## src/rtl/fpu_iterative_shift_engine_if.sv

```systemverilog
// Handshake and data bundle between the FPU operand/exponent logic and the
// iterative mantissa shift engine.
interface fpu_iterative_shift_engine_if #(
    parameter int WIDTH = 64,
    parameter int CNT_W = 7
);
    logic             start;
    logic             mode;
    logic [WIDTH-1:0] data_in;
    logic [CNT_W-1:0] shift_req;
    logic             busy;
    logic             done;
    logic [WIDTH-1:0] data_out;
    logic [CNT_W-1:0] shift_count;
    logic             sticky;
    logic             zero;

    modport master (
        output start, mode, data_in, shift_req,
        input  busy, done, data_out, shift_count, sticky, zero
    );

    modport slave (
        input  start, mode, data_in, shift_req,
        output busy, done, data_out, shift_count, sticky, zero
    );
endinterface

```

## src/rtl/fpu_iterative_shift_engine.sv

```systemverilog
// Multi-cycle mantissa shifter: align (right shift with sticky) or normalize
// (left shift until the MSB is set), at most STEP_MAX bits per cycle.
module fpu_iterative_shift_engine #(
    parameter int WIDTH    = 64,
    parameter int CNT_W    = 7,
    parameter int STEP_MAX = 7
) (
    input  logic clk,
    input  logic reset_n,
    fpu_iterative_shift_engine_if.slave bus
);
    typedef enum logic [0:0] {ST_IDLE = 1'b0, ST_SHIFT = 1'b1} state_t;

    state_t           state_q, state_d;
    logic [WIDTH-1:0] work_q, work_d;
    logic [CNT_W-1:0] remain_q, remain_d;
    logic             mode_q, mode_d;
    logic [CNT_W-1:0] acc_cnt_q, acc_cnt_d;
    logic             acc_sticky_q, acc_sticky_d;
    logic             busy_q, busy_d;
    logic             done_q, done_d;
    logic [WIDTH-1:0] data_out_q, data_out_d;
    logic [CNT_W-1:0] count_out_q, count_out_d;
    logic             sticky_out_q, sticky_out_d;
    logic             zero_out_q, zero_out_d;

    logic [2:0]       step_s;
    logic [WIDTH-1:0] mask_s;
    logic [WIDTH-1:0] shifted_s;
    logic [CNT_W-1:0] cnt_next_s;
    logic [CNT_W-1:0] rem_next_s;
    logic             sticky_next_s;

    // Leading zeros of the top seven bits; all-zero saturates at the 7-bit step.
    function automatic logic [2:0] lead_zeros7(input logic [6:0] top);
        logic [2:0] n;
        n = 3'd7;
        for (int i = 0; i < 7; i++) begin
            n = top[i] ? 3'(6 - i) : n;
        end
        return n;
    endfunction

    // Next-state, datapath step and result publication.
    always_comb begin
        state_d       = state_q;
        work_d        = work_q;
        remain_d      = remain_q;
        mode_d        = mode_q;
        acc_cnt_d     = acc_cnt_q;
        acc_sticky_d  = acc_sticky_q;
        busy_d        = busy_q;
        done_d        = 1'b0;
        data_out_d    = data_out_q;
        count_out_d   = count_out_q;
        sticky_out_d  = sticky_out_q;
        zero_out_d    = zero_out_q;
        step_s        = 3'd0;
        mask_s        = {WIDTH{1'b0}};
        shifted_s     = work_q;
        cnt_next_s    = acc_cnt_q;
        rem_next_s    = remain_q;
        sticky_next_s = acc_sticky_q;

        case (state_q)
            ST_IDLE: begin
                if (bus.start) begin
                    work_d       = bus.data_in;
                    mode_d       = bus.mode;
                    remain_d     = bus.shift_req;
                    acc_cnt_d    = {CNT_W{1'b0}};
                    acc_sticky_d = 1'b0;
                    busy_d       = 1'b1;
                    state_d      = ST_SHIFT;
                end else begin
                    state_d = ST_IDLE;
                end
            end
            ST_SHIFT: begin
                if (!mode_q) begin
                    // Amounts of a full width or more flush everything into sticky in one cycle.
                    if (remain_q >= CNT_W'(WIDTH)) begin
                        state_d      = ST_IDLE;
                        busy_d       = 1'b0;
                        done_d       = 1'b1;
                        data_out_d   = {WIDTH{1'b0}};
                        count_out_d  = remain_q;
                        sticky_out_d = |work_q;
                        zero_out_d   = 1'b0;
                    end else begin
                        step_s        = (remain_q > CNT_W'(STEP_MAX)) ? 3'(STEP_MAX) : remain_q[2:0];
                        mask_s        = (WIDTH'(1) << step_s) - WIDTH'(1);
                        shifted_s     = work_q >> step_s;
                        sticky_next_s = acc_sticky_q | (|(work_q & mask_s));
                        cnt_next_s    = acc_cnt_q + CNT_W'(step_s);
                        rem_next_s    = remain_q - CNT_W'(step_s);
                        work_d        = shifted_s;
                        acc_cnt_d     = cnt_next_s;
                        acc_sticky_d  = sticky_next_s;
                        remain_d      = rem_next_s;
                        if (rem_next_s == {CNT_W{1'b0}}) begin
                            state_d      = ST_IDLE;
                            busy_d       = 1'b0;
                            done_d       = 1'b1;
                            data_out_d   = shifted_s;
                            count_out_d  = cnt_next_s;
                            sticky_out_d = sticky_next_s;
                            zero_out_d   = 1'b0;
                        end else begin
                            state_d = ST_SHIFT;
                        end
                    end
                end else begin
                    // A non-zero operand never loses set bits on a left step, so zero is only seen up front.
                    if (work_q == {WIDTH{1'b0}}) begin
                        state_d      = ST_IDLE;
                        busy_d       = 1'b0;
                        done_d       = 1'b1;
                        data_out_d   = {WIDTH{1'b0}};
                        count_out_d  = {CNT_W{1'b0}};
                        sticky_out_d = 1'b0;
                        zero_out_d   = 1'b1;
                    end else begin
                        step_s     = lead_zeros7(work_q[WIDTH-1 -: 7]);
                        shifted_s  = work_q << step_s;
                        cnt_next_s = acc_cnt_q + CNT_W'(step_s);
                        work_d     = shifted_s;
                        acc_cnt_d  = cnt_next_s;
                        if (shifted_s[WIDTH-1]) begin
                            state_d      = ST_IDLE;
                            busy_d       = 1'b0;
                            done_d       = 1'b1;
                            data_out_d   = shifted_s;
                            count_out_d  = cnt_next_s;
                            sticky_out_d = 1'b0;
                            zero_out_d   = 1'b0;
                        end else begin
                            state_d = ST_SHIFT;
                        end
                    end
                end
            end
            default: begin
                state_d = ST_IDLE;
                busy_d  = 1'b0;
            end
        endcase
    end

    // State and result registers; reset aborts any operation in flight.
    always_ff @(posedge clk or negedge reset_n) begin
        if (!reset_n) begin
            state_q      <= ST_IDLE;
            work_q       <= {WIDTH{1'b0}};
            remain_q     <= {CNT_W{1'b0}};
            mode_q       <= 1'b0;
            acc_cnt_q    <= {CNT_W{1'b0}};
            acc_sticky_q <= 1'b0;
            busy_q       <= 1'b0;
            done_q       <= 1'b0;
            data_out_q   <= {WIDTH{1'b0}};
            count_out_q  <= {CNT_W{1'b0}};
            sticky_out_q <= 1'b0;
            zero_out_q   <= 1'b0;
        end else begin
            state_q      <= state_d;
            work_q       <= work_d;
            remain_q     <= remain_d;
            mode_q       <= mode_d;
            acc_cnt_q    <= acc_cnt_d;
            acc_sticky_q <= acc_sticky_d;
            busy_q       <= busy_d;
            done_q       <= done_d;
            data_out_q   <= data_out_d;
            count_out_q  <= count_out_d;
            sticky_out_q <= sticky_out_d;
            zero_out_q   <= zero_out_d;
        end
    end

    assign bus.busy        = busy_q;
    assign bus.done        = done_q;
    assign bus.data_out    = data_out_q;
    assign bus.shift_count = count_out_q;
    assign bus.sticky      = sticky_out_q;
    assign bus.zero        = zero_out_q;
endmodule

```

## src/flat_wrapper.sv

```systemverilog
// flat-port wrapper written by rule: the top's interface ports become plain ports
module fpu_iterative_shift_engine_flat 
#(
    parameter int WIDTH    = 64,
    parameter int CNT_W    = 7,
    parameter int STEP_MAX = 7
)
  (clk, reset_n, bus_start, bus_mode, bus_data_in, bus_shift_req, bus_busy, bus_done, bus_data_out, bus_shift_count, bus_sticky, bus_zero);
  fpu_iterative_shift_engine_if #(.WIDTH(WIDTH), .CNT_W(CNT_W)) bus_i ();
  input  logic clk;
  input  logic reset_n;
  input wire logic [$bits(bus_i.start)-1:0] bus_start;
  input wire logic [$bits(bus_i.mode)-1:0] bus_mode;
  input wire logic [$bits(bus_i.data_in)-1:0] bus_data_in;
  input wire logic [$bits(bus_i.shift_req)-1:0] bus_shift_req;
  output wire logic [$bits(bus_i.busy)-1:0] bus_busy;
  output wire logic [$bits(bus_i.done)-1:0] bus_done;
  output wire logic [$bits(bus_i.data_out)-1:0] bus_data_out;
  output wire logic [$bits(bus_i.shift_count)-1:0] bus_shift_count;
  output wire logic [$bits(bus_i.sticky)-1:0] bus_sticky;
  output wire logic [$bits(bus_i.zero)-1:0] bus_zero;
  assign bus_i.start = bus_start;
  assign bus_i.mode = bus_mode;
  assign bus_i.data_in = bus_data_in;
  assign bus_i.shift_req = bus_shift_req;
  assign bus_busy = bus_i.busy;
  assign bus_done = bus_i.done;
  assign bus_data_out = bus_i.data_out;
  assign bus_shift_count = bus_i.shift_count;
  assign bus_sticky = bus_i.sticky;
  assign bus_zero = bus_i.zero;
  fpu_iterative_shift_engine #(.WIDTH(WIDTH), .CNT_W(CNT_W), .STEP_MAX(STEP_MAX)) u_core (.clk(clk), .reset_n(reset_n), .bus(bus_i));
endmodule
```

## config.mk

```make
export PLATFORM = sky130hd
export DESIGN_NAME = fpu_iterative_shift_engine_flat
export DESIGN_NICKNAME = d
export VERILOG_FILES = /design/src/rtl/fpu_iterative_shift_engine_if.sv /design/src/rtl/fpu_iterative_shift_engine.sv /design/src/flat_wrapper.sv
export SDC_FILE = /design/constraint.sdc
export NUM_CORES = 1
export LEC_CHECK = 0
export ABC_AREA = 0
export CORE_ASPECT_RATIO = 0.8
export CORE_UTILIZATION = 36
export DETAILED_ROUTE_END_ITERATION = 6
export GPL_ROUTABILITY_DRIVEN = 0
export SLEW_MARGIN = 0
export SYNTH_ARGS = -nofsm -noshare
export SYNTH_HDL_FRONTEND = slang
export SYNTH_SLANG_ARGS = --single-unit
```

## constraint.sdc

```tcl
create_clock -name clk -period 3.4 [get_ports clk]
set_input_delay 0.51 -clock clk [delete_from_list [all_inputs] [get_ports clk]]
set_output_delay 0.51 -clock clk [all_outputs]
set_load 0.01 [all_outputs]
```

---- After elaboration in Yosys (flattened, before gate mapping) ----
Index checks and enable logic that the tools add are counted.
storage, ports and cells
  register bits after elaboration ......... 156
  input bits .............................. 75
  word-level logic and storage cells ...... 103
operators by class
  add/sub/neg operators ................... 4
  order comparisons ....................... 2
  equality and inequality tests ........... 8
  shift operators ......................... 3
  mux-type cells .......................... 61
  bitwise logic cells ..................... 3
  reduce and logical (&&, ||, !) cells .... 10
operators with widths
  cell                   number
  $mux 64                9
  $pmux 64 s2            1
  $reduce_or 64->1       2
  $mux 7                 12
  $and 64x64->64         1
  $logic_not 64->1       1
  $shl 1x3->64 const A   1
  $shl 64x3->64          1
  $shr 64x3->64          1
  $sub 64x2->64 const B  1
  $pmux 7 s2             2
  $mux 1                 27
  $mux 3                 7
  $add 7x3->7            2
  $reduce_and 3->1       4
  $ne 3x3->1 const B     3
  $ne 4x4->1 const B     2
  $ge 7x7->1 const B     1
  $gt 7x3->1 const B     1
  $logic_not 7->1        1
  $sub 7x3->7            1
  $ne 2x2->1 const B     3
  $pmux 1 s2             3
  $reduce_bool 3->1      1
  other kinds (3)        3

---- Longest topological paths before layout ----
  depth after elaboration ................. 12
  gate-level depth with buffers ........... 17
  mapped depth without buffers ............ 14

---- Worst setup path after synthesis ----
Ideal clock, no wire load.
  path type ............................... reg-to-reg
  start point ............................. register u_core.work_q[57]
  end point ............................... register u_core.acc_cnt_q[6]
  arrival time ............................ 3.010 ns
  setup slack ............................. 0.254 ns
  cell stages (with the launch flop) ...... 17
  clock period less this slack ............ 3.146 ns
  cell sequence ........................... dfrtp_1 > clkbuf_1 > a21oi_1 > o31ai_2 > inv_2 > clkbuf_1 > buf_2 > ha_1 > inv_1 > fa_1 > nor2b_1 > o21ai_0 > nor2_1 > a31oi_1 > nor2_1 > mux2i_1 > o21ai_0
between the ends
  word-level cells in the longest chain between the ends .. 11
  elaborated cells on any way between the ends .. 14
  classes of those cells .................. 1 x add/sub; 1 x eq/ne; 10 x mux; 2 x reduce/logical
RTL lines
  element                   line                               RTL
  start: declaration        fpu_iterative_shift_engine.sv:15   logic [WIDTH-1:0] work_q, work_d;
  start signal: assignment  fpu_iterative_shift_engine.sv:154  work_q <= {WIDTH{1'b0}};
  start signal: assignment  fpu_iterative_shift_engine.sv:167  work_q <= work_d;
  $mux 1                    fpu_iterative_shift_engine.sv:39   n = top[i] ? 3'(6 - i) : n;
  $mux 3 (6 in series)      fpu_iterative_shift_engine.sv:39
  $add 7x3->7               fpu_iterative_shift_engine.sv:126  cnt_next_s = acc_cnt_q + CNT_W'(step_s);
  $mux 7                    fpu_iterative_shift_engine.sv:115  if (work_q == {WIDTH{1'b0}}) begin
  $mux 7                    fpu_iterative_shift_engine.sv:80   if (!mode_q) begin
  $pmux 7 s2                fpu_iterative_shift_engine.sv:65   case (state_q)
  end signal: assignment    fpu_iterative_shift_engine.sv:157  acc_cnt_q <= {CNT_W{1'b0}};
  end signal: assignment    fpu_iterative_shift_engine.sv:170  acc_cnt_q <= acc_cnt_d;
  end: declaration          fpu_iterative_shift_engine.sv:18   logic [CNT_W-1:0] acc_cnt_q, acc_cnt_d;
Parallel ways exist; a longest one is shown, timed or not. The select of a mux whose other input is x is not followed.
A chain may end at the register's enable or synchronous reset.

---- Worst setup path after layout ----
  start point ............................. register u_core.work_q[16]
  end point ............................... register u_core.work_q[42]
between the ends
  word-level cells in the longest chain between the ends .. 4
  elaborated cells on any way between the ends .. 9
  classes of those cells .................. 1 x eq/ne; 2 x shift; 4 x mux; 2 x reduce/logical
RTL lines
  element                                         line
  $shr 64x3->64 or $shl 64x3->64 (tied branches)  fpu_iterative_shift_engine.sv:93, fpu_iterative_shift_engine.sv:125
  $mux 64, on equally long branches               fpu_iterative_shift_engine.sv:82, fpu_iterative_shift_engine.sv:115
  $mux 64                                         fpu_iterative_shift_engine.sv:80
  $pmux 64 s2                                     fpu_iterative_shift_engine.sv:65
Parallel ways exist; a longest one is shown, timed or not. The select of a mux whose other input is x is not followed.

==> summary.md <==
### Routing
• **Total Routed Length** 47200 um
• **number of search-and-repair iterations in the first detailed-routing pass** 6
• **overall via count from detail_route** 13200
• **drt drc** 0
• **number of DRC markers after the initial detailed-route iteration** 1370
• **wire per inst** 21.9 um
• **count of antenna-violating nets left after detailed routing** 0
• **vias per cell** 6.12

### Power
• **power per cell area** 1320 nW/um2
• **switching power summed over all nets** 10.3 mW
• **net switching share of the total power** 50.2%
• **leakage dissipation** 6.04 nW
• **maximum resistive drop on vdd** 0.586 mV
• **clock network power share** 9.8%
• **combinational fraction of design power** 70.7%
• **design internal power** 10.2 mW
• **sequential group share of total power** 19.4%

### Timing
• **slew at the pin with the worst max-slew slack** 1280 ps
• **final worst path period need** 3190 ps
• **Setup Total Neg Slack** 0 ps
• **skew final** 19.5 ps
• **number of failing hold endpoints at the final stage** 0
• **Slew Limit Headroom** 14.5%
• **RSZ-0062 raised after global routing** no
• **number of pins with negative max-slew slack in the final report** 0
• **number of failing setup endpoints in the final timing report** 0
• **maximum clock rate** 313 MHz
• **final clock period utilization by the worst path** 93.9%

### CTS
• **CTS H-Tree Depth** 4
• **clock buffer depth** 2
• **# hold bufs at CTS** 0
• **total clock buffers created by CTS** 17
• **clock-pin transition on the worst setup and hold timing paths** 80 ps
• **TritonCTS Sinks** 156
• **worst skew pair latency** 450 ps
• **root buf cell** sky130_fd_sc_hd__clkbuf_16
• **TritonCTS clock tree** built

### Synthesis
• **count of unique library cells instantiated by Yosys** 77
• **synthesized net count** 1675
• **count of warnings emitted by yosys** 0
• **dominant register cell in the synthesized netlist** sky130_fd_sc_hd__dfrtp_1
• **Post-Syn Area per Cell** 8.06 um2
• **cell area after synthesis** 12800 um2
• **share of synthesized area occupied by flip-flops and latches** 30.5%
• **synthesized netlist cell count** 1589
• **fraction of registers with async set/reset** 100%
• **register bit total from synthesis** 156
• **number of flops mapped to enable cells by yosys** 0

### Worst setup path
• **Crit Path Category** flip-flop to flip-flop
• **Req. time, crit path** 3730 ps
• **type of origin of the critical path** flip-flop
• **delay of the slowest cell on the worst path** 660 ps
• **arrival time of the worst setup path** 3520 ps
• **cell-by-cell trace of the critical path** nor4_1 -> nand3_1 -> or3_1 -> buf_4 -> o31ai_4 -> a31oi_4 -> buf_4 -> o21ai_0 -> o22ai_1
• **CP max stage cell** sky130_fd_sc_hd__nor4_1
• **kind of capture point of the worst setup path** flip-flop
• **R2R depth** 9
• **Critical Path Fanout Max** 24
• **most used cell, CP** sky130_fd_sc_hd__buf_4

### Global routing
• **pin count of the biggest net entering global routing** 76
• **grt total ovfl** 0
• **via count of the first global-routing pass** 12600
• **global-route wire length before repair** 74400 um
• **number of antenna violations at the first check in global routing** 0
• **overall global routing resource usage** 26.3%

### Layout
• **cell area after layout** 15500 um2
• **number of antenna diodes** 0
• **Layout Cells excl Fill** 2158
• **leading cell type in the layout, fill and taps excluded** sky130_fd_sc_hd__nand2_1
• **proportion of layout cells with a drive suffix above 1** 11.9%
• **leading cell types in the layout, fill and taps excluded** sky130_fd_sc_hd__nand2_1 (173), sky130_fd_sc_hd__dfrtp_1 (154), sky130_fd_sc_hd__clkdlybuf4s50_1 (148), sky130_fd_sc_hd__mux2i_1 (128), sky130_fd_sc_hd__nand3_1 (125)
• **Area growth syn-to-layout** 21.3%
• **end-of-flow core utilization** 44.5%
• **Final Net Count** 1761

### Outcome
• **status** finished, final reports clean

### Die
• **die height** 171 um
• **width of the die** 213 um
• **standard cell core area** 34900 um2
• **starting density of the core** 36.7%
• **overall die area** 36300 um2
• **number of I/O pins** 150
• **Rows** 61

### Worst hold path
• **Worst Hold Class** primary input to asynchronous set/reset pin

### Place
• **I/O Buffers** 149
• **Final HPWL DP** 33000 um
• **Cell Area, Placed** 14900 um2
• **Placed Cells** 2128

### Flow run
• **reported max-cap violation count** 0

[cell families after synthesis]
| group | synth area share [%] |
|---|---|
| buffers and inverters | 6.40 |
| DFF | 30.5 |
| and+or+nand+nor | 19.0 |
| adders and majority gates | 1.19 |
| xor gates and xnor gates | 0.889 |
| muxes | 15.9 |
| AOI/OAI and AO/OA | 26.1 |
[critical path: cells and delay by family, from the launching register on]
family	cells	cell delay, ps
and+or+nand+nor	3	1200
AOI/OAI and AO/OA	4	870
DFF	1	460
buffers and inverters	2	520
[routing by layer]
metal	wire [um]	share of wire (%)	up-vias	track usage (%)
met2	20600	44	651	38.6
met3	3920	8.3	67	5.16
met5	0	0	-	0
met1	22000	46	6445	39.2
li1	-	-	6047	-
met4	779	1.6	0	6.22
[repair_timing]
action,in CTS,in global routing
endpoints found under the setup margin,0,2
buffers inserted,0,0
resized for setup,0,1
endpoints found under the hold margin,0,0
[stage by stage]
step	worst slack, ps	hold slack (ps)	power (mW)
3_5_place_dp	139	480	18.2
3_3_place_gp	163	476	18.1
5_1_grt	93.8	180	22.0
2_1_floorplan	254	214	13.5
4_1_cts	130	150	20.3
6_report	209	126	20.5
[synth_stat cells (7+ instances only)]
library cell               count  area share (%)
sky130_fd_sc_hd__o21ai_1      81             3.2
sky130_fd_sc_hd__a211oi_1     19             1.1
sky130_fd_sc_hd__buf_2        36             1.4
sky130_fd_sc_hd__o22a_1        7            0.48
sky130_fd_sc_hd__o211ai_1     70             4.1
sky130_fd_sc_hd__dfrtp_1     156              30
sky130_fd_sc_hd__nand2_1     173             5.1
sky130_fd_sc_hd__mux2i_1     128              10
sky130_fd_sc_hd__o21ai_0     113             4.4
sky130_fd_sc_hd__nor2_1       52             1.5
sky130_fd_sc_hd__o22ai_1       8            0.39
sky130_fd_sc_hd__and3_1       84             4.1
sky130_fd_sc_hd__ha_1          9            0.88
sky130_fd_sc_hd__clkbuf_1    106             3.1
sky130_fd_sc_hd__nor3_1       15            0.59
sky130_fd_sc_hd__xor2_1        9            0.62
sky130_fd_sc_hd__inv_1        22            0.65
sky130_fd_sc_hd__nor4_1       15            0.73
sky130_fd_sc_hd__mux2_2       58             5.1
sky130_fd_sc_hd__and2_1        9            0.44
sky130_fd_sc_hd__buf_1        13            0.38
sky130_fd_sc_hd__a31oi_1      38             1.9
sky130_fd_sc_hd__o21a_1       72             4.2
sky130_fd_sc_hd__a21oi_1      49             1.9
sky130_fd_sc_hd__nand3_1     125             4.9
[power by group through the flow]
stage / Combinational, mW / Clock (mW) / Sequential [mW]
after floorplan: 9.79 / 0 / 3.73
after global placement: 14.1 / 0 / 3.97
after detailed placement: 14.3 / 0 / 3.97
after CTS: 14.3 / 2.04 / 3.96
after global routing: 15.8 / 2.12 / 4.09
final: 14.5 / 2.02 / 3.98
[final cells by class]
cell class	instances	area (um2)
clock buffers	21	460
clock inverters	9	123
fillers	3484	19400
inverters	29	110
multi-input cells	1241	8130
flip-flops and latches	156	3910
well taps	472	591
repair buffers	230	2200
[sequential cells by signal, summed over array words and instances (netlist names)]
name and flops:
u_core.bus.zero 1, u_core.bus.sticky 1, u_core.bus.shift_count 7, u_core.acc_cnt_q 7
u_core.acc_sticky_q 1, u_core.bus.busy 1, u_core.work_q 64, u_core.remain_q 7
u_core.state_q 1, u_core.bus.data_out 64, u_core.mode_q 1, u_core.bus.done 1
[worst paths after layout]
path	start	to	slack [ps]
setup reg to reg	u_core.work_q[16]$_DFFE_PN0P_	u_core.work_q[42]$_DFFE_PN0P_	210
hold reg to reg	u_core.bus.data_out[58]$_DFFE_PN0P_	u_core.bus.data_out[58]$_DFFE_PN0P_	490
setup / recovery	u_core.work_q[16]$_DFFE_PN0P_	u_core.work_q[42]$_DFFE_PN0P_	210
min in group clk	u_core.bus.data_out[58]$_DFFE_PN0P_	u_core.bus.data_out[58]$_DFFE_PN0P_	490
hold / removal	reset_n	u_core.work_q[22]$_DFFE_PN0P_	130
max in group asynchronous	reset_n	u_core.bus.data_out[48]$_DFFE_PN0P_	2510
Power figures use the tool's default switching activity.
